**config.mk**
```make
export PLATFORM = sky130hd
export DESIGN_NAME = gate_test_sequencer_flat
export DESIGN_NICKNAME = d
export VERILOG_FILES = /design/src/rtl/gate_test_pkg.sv /design/src/rtl/gate_test_sequencer_if.sv /design/src/rtl/hold_timer.sv /design/src/rtl/gate_test_sequencer.sv /design/src/flat_wrapper.sv
export SDC_FILE = /design/constraint.sdc
export NUM_CORES = 1
export LEC_CHECK = 0
export BUFFER_PORTS_ARGS = -buffer_cell sky130_fd_sc_hd__buf_4
export CORE_UTILIZATION = 51
export CTS_CLUSTER_DIAMETER = 30
export DETAILED_ROUTE_END_ITERATION = 10
export HOLD_SLACK_MARGIN = 0.15
export PLACE_DENSITY = 0.76
export SLEW_MARGIN = 30
export SYNTH_ARGS = -nofsm -noshare
export SYNTH_HDL_FRONTEND = slang
export SYNTH_SLANG_ARGS = --single-unit
```
**constraint.sdc**
```tcl
create_clock -name clk -period 2.33 [get_ports clk]
set_clock_uncertainty 0.2 [all_clocks]
set_input_delay 0.466 -clock clk [delete_from_list [all_inputs] [get_ports clk]]
set_output_delay 0.466 -clock clk [all_outputs]
set_load 0.005 [all_outputs]
```
**src/rtl/gate_test_pkg.sv**
```systemverilog
// Shared types and constants for the gate test sequencer: FSM encoding,
// truth tables of the curated two-input gates and the dwell-counter sizing helper.
package gate_test_pkg;

  typedef enum logic [1:0] {
    ST_IDLE  = 2'd0,
    ST_APPLY = 2'd1,
    ST_DONE  = 2'd2
  } state_e;

  // Bit i is the expected gate output for input vector i (a = MSB, b = LSB).
  localparam logic [3:0] TT_NAND2 = 4'b0111;
  localparam logic [3:0] TT_AND2  = 4'b1000;
  localparam logic [3:0] TT_OR2   = 4'b1110;
  localparam logic [3:0] TT_NOR2  = 4'b0001;
  localparam logic [3:0] TT_XOR2  = 4'b0110;
  localparam logic [3:0] TT_XNOR2 = 4'b1001;

  function automatic int unsigned hold_cnt_w(input int unsigned hold_cycles);
    return (hold_cycles <= 1) ? 1 : $clog2(hold_cycles);
  endfunction

endpackage

```
**src/rtl/gate_test_sequencer_if.sv**
```systemverilog
// Stimulus/result bundle between the gate test sequencer (master) and the
// gate under test plus whoever collects the verdict (slave).
interface gate_test_sequencer_if #(
  parameter int N_IN = 2
);
  logic            start;
  logic            abort;
  logic [N_IN-1:0] dut_in;
  logic            dut_out;
  logic            busy;
  logic            done;
  logic            pass;
  logic [N_IN:0]   err_count;
  logic [N_IN-1:0] first_fail_vec;
  logic            first_fail_valid;

  modport master (
    input  start, abort, dut_out,
    output dut_in, busy, done, pass, err_count, first_fail_vec, first_fail_valid
  );

  modport slave (
    output start, abort, dut_out,
    input  dut_in, busy, done, pass, err_count, first_fail_vec, first_fail_valid
  );

endinterface

```
**src/rtl/hold_timer.sv**
```systemverilog
// Per-vector dwell counter: counts 0..HOLD_CYCLES-1 while enabled, wraps to 0,
// and flags the terminal count so the caller knows when to sample.
module hold_timer #(
  parameter int unsigned HOLD_CYCLES = 10,
  parameter int unsigned CNT_W       = 4
) (
  input  logic clk,
  input  logic rst,
  input  logic clr,
  input  logic en,
  output logic tc
);

  localparam logic [CNT_W-1:0] TERM = CNT_W'(HOLD_CYCLES - 1);

  logic [CNT_W-1:0] cnt;

  assign tc = en && (cnt == TERM);

  always_ff @(posedge clk) begin
    if (rst || clr) begin
      cnt <= '0;
    end else if (en) begin
      cnt <= (cnt == TERM) ? '0 : cnt + CNT_W'(1);
    end
  end

endmodule

```
**src/rtl/gate_test_sequencer.sv**
```systemverilog
// Exhaustive stimulus engine for one small combinational gate: walks every input
// vector in ascending order, samples the gate after a dwell and scores it against TRUTH_TABLE.
module gate_test_sequencer
  import gate_test_pkg::*;
#(
  parameter int                     N_IN        = 2,
  parameter int unsigned            HOLD_CYCLES = 10,
  parameter logic [2**N_IN-1:0]     TRUTH_TABLE = TT_NAND2
) (
  input  logic                 clk,
  input  logic                 rst,
  gate_test_sequencer_if.master bus
);

  localparam logic [1:0]      S_IDLE   = ST_IDLE;
  localparam logic [1:0]      S_APPLY  = ST_APPLY;
  localparam logic [1:0]      S_DONE   = ST_DONE;
  localparam int unsigned     CNT_W    = hold_cnt_w(HOLD_CYCLES);
  localparam logic [N_IN-1:0] LAST_VEC = '1;

  logic [1:0]      state;
  logic [N_IN-1:0] vec;
  logic            busy;
  logic            done;
  logic            pass;
  logic [N_IN:0]   err_count;
  logic [N_IN-1:0] first_fail_vec;
  logic            first_fail_valid;
  logic            tc;
  logic            mismatch;
  logic [N_IN:0]   err_nxt;

  hold_timer #(
    .HOLD_CYCLES (HOLD_CYCLES),
    .CNT_W       (CNT_W)
  ) u_hold_timer (
    .clk (clk),
    .rst (rst),
    .clr (state != S_APPLY),
    .en  (state == S_APPLY),
    .tc  (tc)
  );

  // Case inequality so an X/Z from the gate scores as a failure in simulation.
  assign mismatch = (bus.dut_out !== TRUTH_TABLE[vec]);
  assign err_nxt  = mismatch ? err_count + (N_IN+1)'(1) : err_count;

  always_ff @(posedge clk) begin
    if (rst) begin
      state            <= S_IDLE;
      vec              <= '0;
      busy             <= 1'b0;
      done             <= 1'b0;
      pass             <= 1'b0;
      err_count        <= '0;
      first_fail_vec   <= '0;
      first_fail_valid <= 1'b0;
    end else if (bus.abort) begin
      // Abort drops the run but keeps the partial score for inspection.
      state <= S_IDLE;
      vec   <= '0;
      busy  <= 1'b0;
      done  <= 1'b0;
      pass  <= 1'b0;
    end else begin
      case (state)
        S_APPLY: begin
          if (tc) begin
            err_count <= err_nxt;
            if (mismatch && !first_fail_valid) begin
              first_fail_valid <= 1'b1;
              first_fail_vec   <= vec;
            end
            if (vec == LAST_VEC) begin
              state <= S_DONE;
              busy  <= 1'b0;
              done  <= 1'b1;
              pass  <= (err_nxt == '0);
            end else begin
              vec <= vec + N_IN'(1);
            end
          end
        end
        default: begin
          // IDLE and DONE both launch a fresh run with cleared results.
          if (bus.start) begin
            state            <= S_APPLY;
            vec              <= '0;
            busy             <= 1'b1;
            done             <= 1'b0;
            pass             <= 1'b0;
            err_count        <= '0;
            first_fail_vec   <= '0;
            first_fail_valid <= 1'b0;
          end
        end
      endcase
    end
  end

  assign bus.dut_in           = vec;
  assign bus.busy             = busy;
  assign bus.done             = done;
  assign bus.pass             = pass;
  assign bus.err_count        = err_count;
  assign bus.first_fail_vec   = first_fail_vec;
  assign bus.first_fail_valid = first_fail_valid;

endmodule
```
**src/flat_wrapper.sv**
```systemverilog
// flat-port wrapper written by rule: the top's interface ports become plain ports
module gate_test_sequencer_flat import gate_test_pkg::*;
#(
  parameter int                     N_IN        = 2,
  parameter int unsigned            HOLD_CYCLES = 10,
  parameter logic [2**N_IN-1:0]     TRUTH_TABLE = TT_NAND2
)
  (clk, rst, bus_start, bus_abort, bus_dut_out, bus_dut_in, bus_busy, bus_done, bus_pass, bus_err_count, bus_first_fail_vec, bus_first_fail_valid);
  gate_test_sequencer_if #(.N_IN(N_IN)) bus_i ();
  input  logic clk;
  input  logic rst;
  input wire logic [$bits(bus_i.start)-1:0] bus_start;
  input wire logic [$bits(bus_i.abort)-1:0] bus_abort;
  input wire logic [$bits(bus_i.dut_out)-1:0] bus_dut_out;
  output wire logic [$bits(bus_i.dut_in)-1:0] bus_dut_in;
  output wire logic [$bits(bus_i.busy)-1:0] bus_busy;
  output wire logic [$bits(bus_i.done)-1:0] bus_done;
  output wire logic [$bits(bus_i.pass)-1:0] bus_pass;
  output wire logic [$bits(bus_i.err_count)-1:0] bus_err_count;
  output wire logic [$bits(bus_i.first_fail_vec)-1:0] bus_first_fail_vec;
  output wire logic [$bits(bus_i.first_fail_valid)-1:0] bus_first_fail_valid;
  assign bus_i.start = bus_start;
  assign bus_i.abort = bus_abort;
  assign bus_i.dut_out = bus_dut_out;
  assign bus_dut_in = bus_i.dut_in;
  assign bus_busy = bus_i.busy;
  assign bus_done = bus_i.done;
  assign bus_pass = bus_i.pass;
  assign bus_err_count = bus_i.err_count;
  assign bus_first_fail_vec = bus_i.first_fail_vec;
  assign bus_first_fail_valid = bus_i.first_fail_valid;
  gate_test_sequencer #(.N_IN(N_IN), .HOLD_CYCLES(HOLD_CYCLES), .TRUTH_TABLE(TRUTH_TABLE)) u_core (.clk(clk), .rst(rst), .bus(bus_i));
endmodule
```
==> results of run 1 <==
[per-stage QoR]
stage / utilization, % / setup WS (ps) / instances
6_report: 67.90 / 352.6 / 113
3_5_place_dp: 65.81 / 370.5 / 109
5_1_grt: 67.90 / 222.7 / 113
2_1_floorplan: - / 593.9 / 79
4_1_cts: 67.90 / 346.1 / 113
3_3_place_gp: 65.81 / 472.8 / 109
[worst max-delay path by stage]
stage | from | to | slack, ps | cells past startpoint
2_1_floorplan | u_core.bus.dut_in[0] | u_core.bus.err_count[2] | 590 | 5
3_3_place_gp | u_core.bus.dut_in[0] | u_core.bus.err_count[2] | 470 | 5
3_5_place_dp | u_core.bus.dut_in[0] | u_core.bus.err_count[2] | 370 | 5
4_1_cts | u_core.bus.dut_in[0] | u_core.bus.err_count[2] | 350 | 5
5_1_grt | u_core.bus.dut_in[0] | u_core.bus.err_count[2] | 220 | 5
6_report | u_core.bus.dut_in[0] | u_core.bus.err_count[2] | 350 | 5
[cell type report]
cell class | count | area, um^2 | area share (%)
Clock inverter | 1 | 5.005 | 0.5594
Inverter | 2 | 7.507 | 0.8392
Clock buffer | 3 | 22.52 | 2.517
Tap cell | 15 | 18.77 | 2.098
Sequential cell | 15 | 300.3 | 33.57
Multi-Input combinational cell | 62 | 427.9 | 47.83
Timing Repair Buffer | 15 | 112.6 | 12.59
[power by group through the flow]
stage | clock network, uW | logic [uW] | registers, uW
floorplan | 0 | 14.7 | 265
global placement | 0 | 28.7 | 265
detailed placement | 0 | 29.4 | 265
CTS | 158 | 29.4 | 259
global route | 166 | 32.4 | 260
finish | 153 | 29.6 | 259
[cell usage in the layout, fill, tap and decap left out, drive strengths merged, types with 2 or more instances in the layout]
| cell type | synthesis | layout |
|---|---|---|
| a21oi | 5 | 5 |
| a22o | 2 | 2 |
| a31oi | 3 | 3 |
| buf | 0 | 15 |
| clkbuf | 0 | 3 |
| dfxtp | 15 | 15 |
| ha | 3 | 3 |
| inv | 2 | 2 |
| nand2 | 6 | 6 |
| nand2b | 5 | 5 |
| nand3 | 3 | 3 |
| nand3b | 2 | 2 |
| nand4 | 2 | 2 |
| nor2 | 5 | 5 |
| nor3b | 2 | 2 |
| nor4 | 2 | 2 |
| o21ai | 3 | 3 |
| xor2 | 3 | 3 |
[worst max-delay path: cells and delay by family (launching register included)]
family	cells	cell delay, ps
and+or+nand+nor	2	560
AOI/OAI and AO/OA	1	160
DFF	1	370
adders and majority gates	1	250
xor gates and xnor gates	1	370
[state kept, by name (all words and copies together), names as in the netlist]
signal and cells:
u_core.bus.err_count 3, u_core.state 2, u_core.bus.pass 1, u_core.bus.first_fail_valid 1
u_core.bus.dut_in 2, u_core.u_hold_timer.cnt 4, u_core.bus.first_fail_vec 2
[cells by family (layout without fill, tap and decap cells)]
| family | count (synthesis) | after routing | share of synthesized area (%) |
|---|---|---|---|
| adders and majority gates | 3 | 3 | 5.103 |
| buffers and inverters | 2 | 21 | 1.021 |
| muxes | 1 | 1 | 1.361 |
| AOI/OAI and AO/OA | 21 | 21 | 19.22 |
| xor gates and xnor gates | 4 | 4 | 4.763 |
| DFF | 15 | 15 | 40.82 |
| and+or+nand+nor | 33 | 33 | 27.72 |
[per-layer routing]
metal | share of wire (%) | global-route usage (%) | vias up
met5 | 0 | 0 | -
met2 | 49 | 39.11 | 16
met4 | 1.0 | 10.34 | 0
met3 | 3.1 | 6.667 | 2
li1 | - | - | 332
met1 | 47 | 28.52 | 293
==> impl_metrics.ini, run 1 <==
[cells_and_area]
fin_area_um2 = 894.6
drive_gt1_share_pct = 24.49
antenna_cells = 0
fillers = 116
syn_to_final_growth_pct = 21.60
nets = 107

[setup_path]
rr_endpoint = u_core.bus.err_count[2]
arrival_ps = 2000
crit_fanout = 6
endpoint_kind = flop
cp.required_ps = 2350
max_stage_delay_ps = 410
crit_path_start_kind = flop
reg2reg_from = u_core.bus.dut_in[0]
worstSetupPathType = flop to flop
reg2regPathDepth = 5
worstPathCellList = ha_1 -> xnor2_1 -> nand2_1 -> or4_1 -> a31oi_1
crit_slowest_cell = or4_1
reg2reg_slack_ps = 350

[detailed_routing]
vias = 643
ant_nets = 0
routed_wirelength_um = 1532
drc_errors = 0
first_pass_iters = 4
post_drt_wl_per_cell_um = 13.56
drtIter0Drc = 17
viasPerCell = 5.690

[job]
maxCapViolations = 0

[timing]
fin_tns_setup_ps = 0
post-route-period-util_pct = 84.87
rsz0062_at_grt = false
setup_viol = 0
drv_slew = 0
hold_ws_ps = 178.2
max_slew_margin_pct = 73.15
period_needed_ps = 1977
max_clock_freq_mhz = 505.7
worstMarginPinSlew_ps = 399.9
hold_viol_final = 0

[logic_synthesis]
synth_top_area_cell = dfxtp_1
ys_top_cells_by_area = dfxtp_1 41%, ha_1 5.1%, nand2b_1 4.3%
yosysMostFrequentCell = dfxtp_1
synth_nets = 87
synth_edf_count = 0
syn_avg_cell_area_um2 = 9.313
synth-seq-cells = 15
synth_top_area_share_pct = 40.82
yosys_most_used_dff = dfxtp_1
netlist_area_um2 = 735.7
ys_types = 33
synth_top_cells_by_count = 15 x dfxtp_1, 5 x a21oi_1, 5 x nand2_1, 5 x nand2b_1, 5 x nor2_1
yosysWarnings = 0
async_reset_ff_share_pct = 0
postSynthCellCount = 79
synth_seq_area_share_pct = 40.82

[clock_tree]
numCtsBuffers = 3
cts.sinks = 15
clk-insertion-delay-late_ps = 290
hold_buffers = 0
post_cts_buffers = 0
cts_max_level = 1
clk_pin_slew_ps = 90
cts_root_buf = clkbuf_4
cts_tree = done
cts.path.max_buffers = 2
cts_resized = 0

[grt]
grt_max_degree = 10
grt_use_total_pct = 23.75
grt-ovfl-total = 0
grt_pass1_vias = 594
grt_pass1_wl_um = 2463
antenna_found_initial = 0

[hold_path]
min_to = u_core.bus.first_fail_valid
hold_start = rst
hold_depth = 2
hp-class = input pin to flop

[power_and_ir_drop]
pwr-share-clk_pct = 34.6
p_switching_uw = 107.9
p_sw_share_pct = 24.45
power.total_uw = 441.4
power_density_mw_per_mm2 = 493.4
p_comb_share_pct = 6.7
peakVddDrop_mv = 0.3720
seq_power_share_pct = 58.7
internal_power_uw = 333.5
p_leak_uw = 0.0003732

[die]
initial_core_util_pct = 55.84
die_w_um = 39.98
die_y_um = 39.98
core_area_mm2 = 0.001318
ioPinCount = 16
dieArea_mm2 = 0.001598
num_rows = 13

[placed_design]
dp_hpwl_um = 1210
io_buffers = 15
postPlaceCellArea_um2 = 867.1
place.gp.congestion = 0.8291

[status]
outcome = finished, final reports clean
(Power assumes the default switching activity.)
==> inputs of run 2 (changes only) <==
--- a/config.mk
+++ b/config.mk
@@ -5,12 +5,14 @@
 export SDC_FILE = /design/constraint.sdc
 export NUM_CORES = 1
 export LEC_CHECK = 0
+export ABC_AREA = 1
 export BUFFER_PORTS_ARGS = -buffer_cell sky130_fd_sc_hd__buf_4
-export CORE_UTILIZATION = 51
+export CORE_ASPECT_RATIO = 0.75
+export CORE_UTILIZATION = 47
 export CTS_CLUSTER_DIAMETER = 30
 export DETAILED_ROUTE_END_ITERATION = 10
 export HOLD_SLACK_MARGIN = 0.15
-export PLACE_DENSITY = 0.76
+export PLACE_DENSITY = 0.72
 export SLEW_MARGIN = 30
 export SYNTH_ARGS = -nofsm -noshare
 export SYNTH_HDL_FRONTEND = slang
==> constraint.sdc (replaced) <==
create_clock -name clk -period 1.7 [get_ports clk]
set_clock_uncertainty 0.2 [all_clocks]
set_input_delay 0.34 -clock clk [delete_from_list [all_inputs] [get_ports clk]]
set_output_delay 0.34 -clock clk [all_outputs]
set_load 0.005 [all_outputs]
==> run 2 against run 1 <==
Compared with the run above:
- die area increased by 24%
- critical path depth increased by 3
- first-iteration DRC count increased by 47%
- sequential cell count unchanged
- largest power group unchanged
==> impl_metrics.ini, run 2 <==
[detailed_routing]
drtIter0Drc = 25
ant_nets = 0
first_pass_iters = 4
viasPerCell = 4.841
post_drt_wl_per_cell_um = 10.96
routed_wirelength_um = 1864
vias = 823
drc_errors = 0

[cells_and_area]
multi_input_area_um2 = 450.4
seqCellArea_um2 = 307.8
largest_registers = u_core.u_hold_timer.cnt: 4 flops, u_core.bus.err_count: 3 flops
nets = 158
largest_reg_flops = 4
final_common_cell = nand2_1
fillers = 154
drive_gt1_share_pct = 26.17
syn_to_final_growth_pct = 26.28
layout_common_cells = 24 x nand2_1, 23 x inv_1, 17 x buf_4
max_flop_register = u_core.u_hold_timer.cnt
antenna_cells = 0

[logic_synthesis]
netlist_area_um2 = 852.1
synth-xor-area-share_pct = 0
yosys_most_used_dff = dfxtp_1
synth_compound_area_share_pct = 15.42
synth_edf_count = 0
yosysWarnings = 0
muxShareOfSynthArea_pct = 0
synth_top_cells_by_count = 25 x nand2_1, 23 x inv_1, 15 x dfxtp_1, 13 x nand3_1, 11 x a21oi_1
synthAdderAreaFrac_pct = 4.405
synth_nets = 133
ys_top_cells_by_area = dfxtp_1 35%, nand2_1 11%, inv_1 10%
ys_types = 21
postSynthCellCount = 125
synth-simple-area-share_pct = 32.45
syn_avg_cell_area_um2 = 6.817
async_reset_ff_share_pct = 0
yosysMostFrequentCell = nand2_1
synth_seq_area_share_pct = 35.24
synth_top_family_by_area = simple AND/OR/NAND/NOR gates
synth-seq-cells = 15
synth_top_area_cell = dfxtp_1
synth_top_area_share_pct = 35.24

[setup_path]
reg2regPathDepth = 9
crit_path_start_kind = input pin
endpoint_kind = flop
reg2reg_slack_ps = 170
arrival_ps = 1590
reg2reg_from = u_core.state[0]
rr_endpoint = u_core.bus.err_count[0]
worstSetupPathType = input pin to flop
crit_fanout = 5
cp.required_ps = 1740

[timing]
hold_viol_final = 0
rsz0062_at_grt = false
drv_slew = 0
setup_ws_ps = 152.3
fin_tns_setup_ps = 0
setup_viol = 0
worstMarginPinSlew_ps = 207.4
period_needed_ps = 1548
post-route-period-util_pct = 91.04
max_clock_freq_mhz = 646.1
max_slew_margin_pct = 86.16

[placed_design]
io_buffers = 15
dp_slack_ps = 95.75
place.gp.congestion = 0.8453
dp_hpwl_um = 1454

[die]
num_rows = 12
die_w_um = 51.17
core_area_mm2 = 0.001592
initial_core_util_pct = 53.54
dieArea_mm2 = 0.001989
die_y_um = 38.88
ioPinCount = 16

[hold_path]
hp-class = input pin to flop
hold_start = bus_abort
min_to = u_core.bus.err_count[2]
hold_depth = 4

[clock_tree]
clk_pin_slew_ps = 100
cts_root_buf = clkbuf_4
cts.path.max_buffers = 2
cts_max_level = 1
cts.sinks = 15
numCtsBuffers = 3
clk-insertion-delay-late_ps = 290
cts_tree = done

[grt]
grt_pass1_vias = 764
antenna_found_initial = 0
grt-ovfl-total = 0
grt_max_degree = 10
grt_use_total_pct = 23.17
grt_pass1_wl_um = 3243

[power_and_ir_drop]
peakVddDrop_mv = 0.5103
p_leak_uw = 0.0004926
power_density_mw_per_mm2 = 628.5

[status]
outcome = finished, final reports clean

[job]
maxCapViolations = 0
-- run 2: per-stage QoR --
step	utilization (%)	power (uW)	instance area, um^2	std cells	hold slack (ps)
4_1_cts	66.35	682.5	1056	169	172.7
3_3_place_gp	62.74	467.7	998.5	162	259.9
6_report	67.61	676.3	1076	170	177.8
5_1_grt	67.61	721.3	1076	170	169.2
3_5_place_dp	62.74	469.6	998.5	162	274.7
2_1_floorplan	-	434.3	852.1	125	209.1
-- run 2: power breakdown --
group	internal, uW	total, uW	switching, uW
combinational	43.4	106	62.7
clock	87.5	209	121
sequential	354	361	7.18
total	485	676	191
-- run 2: repair_timing --
item                       4_1_cts  5_1_grt
resized for setup                0        7
setup endpoints to repair        0        5
hold buffers                     3        0
setup buffers                    0        1
hold endpoints to repair         5        0
-- run 2: worst max path at each step --
stage | to | startpoint | slack [ps] | cells past startpoint
final | u_core.u_hold_timer.cnt[3] | rst | 150 | 8
after global routing | u_core.bus.first_fail_valid | u_core.bus.dut_in[0] | 4 | 7
after CTS | u_core.bus.err_count[1] | u_core.bus.dut_in[1] | 70 | 8
after detailed placement | u_core.bus.err_count[1] | u_core.bus.dut_in[1] | 100 | 8
after global placement | u_core.bus.pass | u_core.bus.dut_in[1] | 170 | 7
after floorplan | u_core.bus.err_count[1] | u_core.bus.dut_in[0] | 250 | 8
-- run 2: critical path, cell delays in order --
cell and delay, ps:
dlygate4sd3_1 530, buf_4 160, inv_1 70, nand2_1 90, inv_2 90, o21ai_1 80, a21oi_1 120, o21a_1 120
-- run 2: logic make-up (layout without fill, tap and decap cells) --
family | after synthesis | count (layout)
flops | 15 | 15
buf+inv | 28 | 52
compound gates | 23 | 23
fa+ha+maj | 3 | 3
simple gates | 56 | 56
-- run 2: cell type report --
cell class | count | area share (%)
Multi-Input combinational cell | 82 | 41.86
Sequential cell | 15 | 28.60
Timing Repair Buffer | 20 | 14.65
Inverter | 28 | 9.884
Tap cell | 21 | 2.442
Clock buffer | 3 | 2.093
Clock inverter | 1 | 0.4651
-- run 2: metal layers --
| layer | global-route usage [%] | share of wire, % | routed length, um |
|---|---|---|---|
| met4 | 9.028 | 1.4 | 26 |
| met3 | 8.627 | 4.8 | 89 |
| met5 | 0 | 0 | 0 |
| met2 | 36.84 | 44 | 816 |
| met1 | 28.50 | 50 | 932 |
==> inputs of run 3 (changes only) <==
--- a/config.mk
+++ b/config.mk
@@ -7,7 +7,7 @@
 export LEC_CHECK = 0
 export ABC_AREA = 1
 export BUFFER_PORTS_ARGS = -buffer_cell sky130_fd_sc_hd__buf_4
-export CORE_ASPECT_RATIO = 0.75
+export CORE_ASPECT_RATIO = 1.1
 export CORE_UTILIZATION = 47
 export CTS_CLUSTER_DIAMETER = 30
 export DETAILED_ROUTE_END_ITERATION = 10
==> run 3 against run 2 <==
Compared with the run above:
- cell count fell by 4.1%
- critical endpoint unchanged
- power shrank 0.72%
- non-clock buffer count fell by 3
- setup slack got worse by 43 ps
- largest power group unchanged
- sequential cell count stayed put
==> impl_metrics.ini, run 3 (synthesis results as in run 2) <==
[cells_and_area]
antenna_cells = 0
layout_common_cells = 25 x nand2_1, 22 x inv_1, 15 x buf_4
syn_to_final_growth_pct = 21.73
nets = 155
fin_cells = 163
largest_registers = u_core.u_hold_timer.cnt: 4 flops, u_core.bus.err_count: 3 flops
drive_gt1_share_pct = 24.66
largest_reg_flops = 4
final_common_cell = nand2_1
max_flop_register = u_core.u_hold_timer.cnt

[grt]
antenna_found_initial = 0
grt_pass1_wl_um = 3029
grt-ovfl-total = 0
grt_max_degree = 10
grt_use_total_pct = 20.77
grt_pass1_vias = 699

[setup_path]
critical_path.top_delay_family = buffers and inverters
worstSetupPathType = input pin to flop
arrival_ps = 1630
worstPathCellList = dlygate4sd3_1 -> buf_4 -> inv_2 -> nand2_1 -> inv_2 -> o21ai_1 -> a21oi_1 -> o21a_1
startpoint = rst
max_stage_delay_ps = 550
reg2reg_slack_ps = 160
crit_path_start_kind = input pin
crit_fanout = 5
critPathBufInv = 4
critPathCapture = u_core.u_hold_timer.cnt[3]
cp.required_ps = 1740
reg2reg_from = u_core.state[0]
endpoint_kind = flop
crit_slowest_cell = dlygate4sd3_1
reg2regPathDepth = 9
path_common_cell = inv_2
cp_num_cells = 8
rr_endpoint = u_core.bus.err_count[0]

[timing]
worstMarginPinSlew_ps = 239.9
setup_viol = 0
rsz0062_at_grt = false
max_clock_freq_mhz = 628.5
drv_slew = 0
post-route-period-util_pct = 93.59
fin_tns_setup_ps = 0
period_needed_ps = 1591
hold_viol_final = 0
max_slew_margin_pct = 83.97

[clock_tree]
post_cts_buffers = 0
clk-insertion-delay-late_ps = 290
cts.sinks = 15
cts_root_buf = clkbuf_4
numCtsBuffers = 3
clk_pin_slew_ps = 90
cts.path.max_buffers = 2
cts_tree = done
cts_max_level = 1

[die]
initial_core_util_pct = 52.18
dieArea_mm2 = 0.001987
ioPinCount = 16
die_w_um = 42.60
die_y_um = 46.66
core_area_mm2 = 0.001633
num_rows = 15

[detailed_routing]
viasPerCell = 5.147
ant_nets = 0
vias = 839
drtIter0Drc = 22
post_drt_wl_per_cell_um = 11.26
first_pass_iters = 4
drc_errors = 0
routed_wirelength_um = 1836

[power_and_ir_drop]
p_sw_share_pct = 27.47
p_leak_uw = 0.0004783
internal_power_uw = 487.0
peakVddDrop_mv = 0.3438
p_comb_share_pct = 14.9
p_switching_uw = 184.4
seq_power_share_pct = 54.3
power.total_uw = 671.4
power_density_mw_per_mm2 = 647.3
pwr-share-clk_pct = 30.8

[hold_path]
hold_start = bus_start
hp-class = input pin to flop

[placed_design]
dp_hpwl_um = 1420
place.gp.congestion = 0.7955
io_buffers = 15
placedCellCount = 157

[job]
maxCapViolations = 0

[status]
outcome = finished, final reports clean
run 3: cell types whose count changed in the layout (fill, tap and decap cells not counted):
cell	change
buf_4	-2
dfxtp_2	+2
dfxtp_4	-2
clkbuf_1	+1
clkinv_2	-1
dlygate4sd3_1	-1
ha_1	+1
ha_2	-1
inv_1	-1
inv_2	+1
nand2_1	+1
nand2_2	-1
nor2_1	-1
nor2_2	+1
run 3: cell type report:
cell class	count	area [um^2]
Clock buffer	4	26.28
Fill cell	169	595.6
Inverter	28	106.4
Multi-Input combinational cell	82	447.9
Sequential cell	15	302.8
Tap cell	17	21.27
Timing Repair Buffer	17	132.6
run 3: power groups by stage:
stage / logic (uW) / registers, uW / clock network (uW)
4_1_cts: 98.2 / 365 / 216
3_3_place_gp: 93.5 / 373 / 0
5_1_grt: 112 / 366 / 230
3_5_place_dp: 94.4 / 373 / 0
6_report: 100 / 364 / 207
2_1_floorplan: 62.7 / 372 / 0
run 3: per-stage QoR:
stage	instance area [um^2]	hold slack [ps]	setup slack (ps)	util, %
6_report	1037	159.9	109.0	63.52
5_1_grt	1037	186.6	22.04	63.52
4_1_cts	1032	150.9	68.91	63.22
3_5_place_dp	985.9	267.1	127.5	60.38
3_3_place_gp	985.9	253.2	170.2	60.38
2_1_floorplan	852.1	209.1	245.7	-
run 3: timing repair:
item,4_1_cts,5_1_grt
endpoints found under the hold margin,4,0
hold buffers,2,0
gates resized for setup,0,5
setup endpoints to repair,0,6
run 3: per-layer routing:
metal / wire [um] / GRT usage, %
met3: 91 / 4.314
met5: 0 / 0
met4: 28 / 9.375
met2: 851 / 36.31
met1: 864 / 24.76
run 3: worst min path at each step:
| stage | cells after the start | end | slack (ps) |
|---|---|---|---|
| after floorplan | 1 | u_core.bus.first_fail_valid | 210 |
| after global placement | 1 | u_core.u_hold_timer.cnt[0] | 250 |
| after detailed placement | 1 | u_core.u_hold_timer.cnt[0] | 270 |
| after CTS | 4 | u_core.state[1] | 150 |
| after global routing | 4 | u_core.state[1] | 190 |
| final | 4 | u_core.state[1] | 160 |
run 3: worst min-delay path, delay by kind of cell:
family	cells	cell delay (ps)
AO/OA/AOI/OAI	1	60
buffers and inverters	2	130
AND/OR/NAND/NOR	1	70
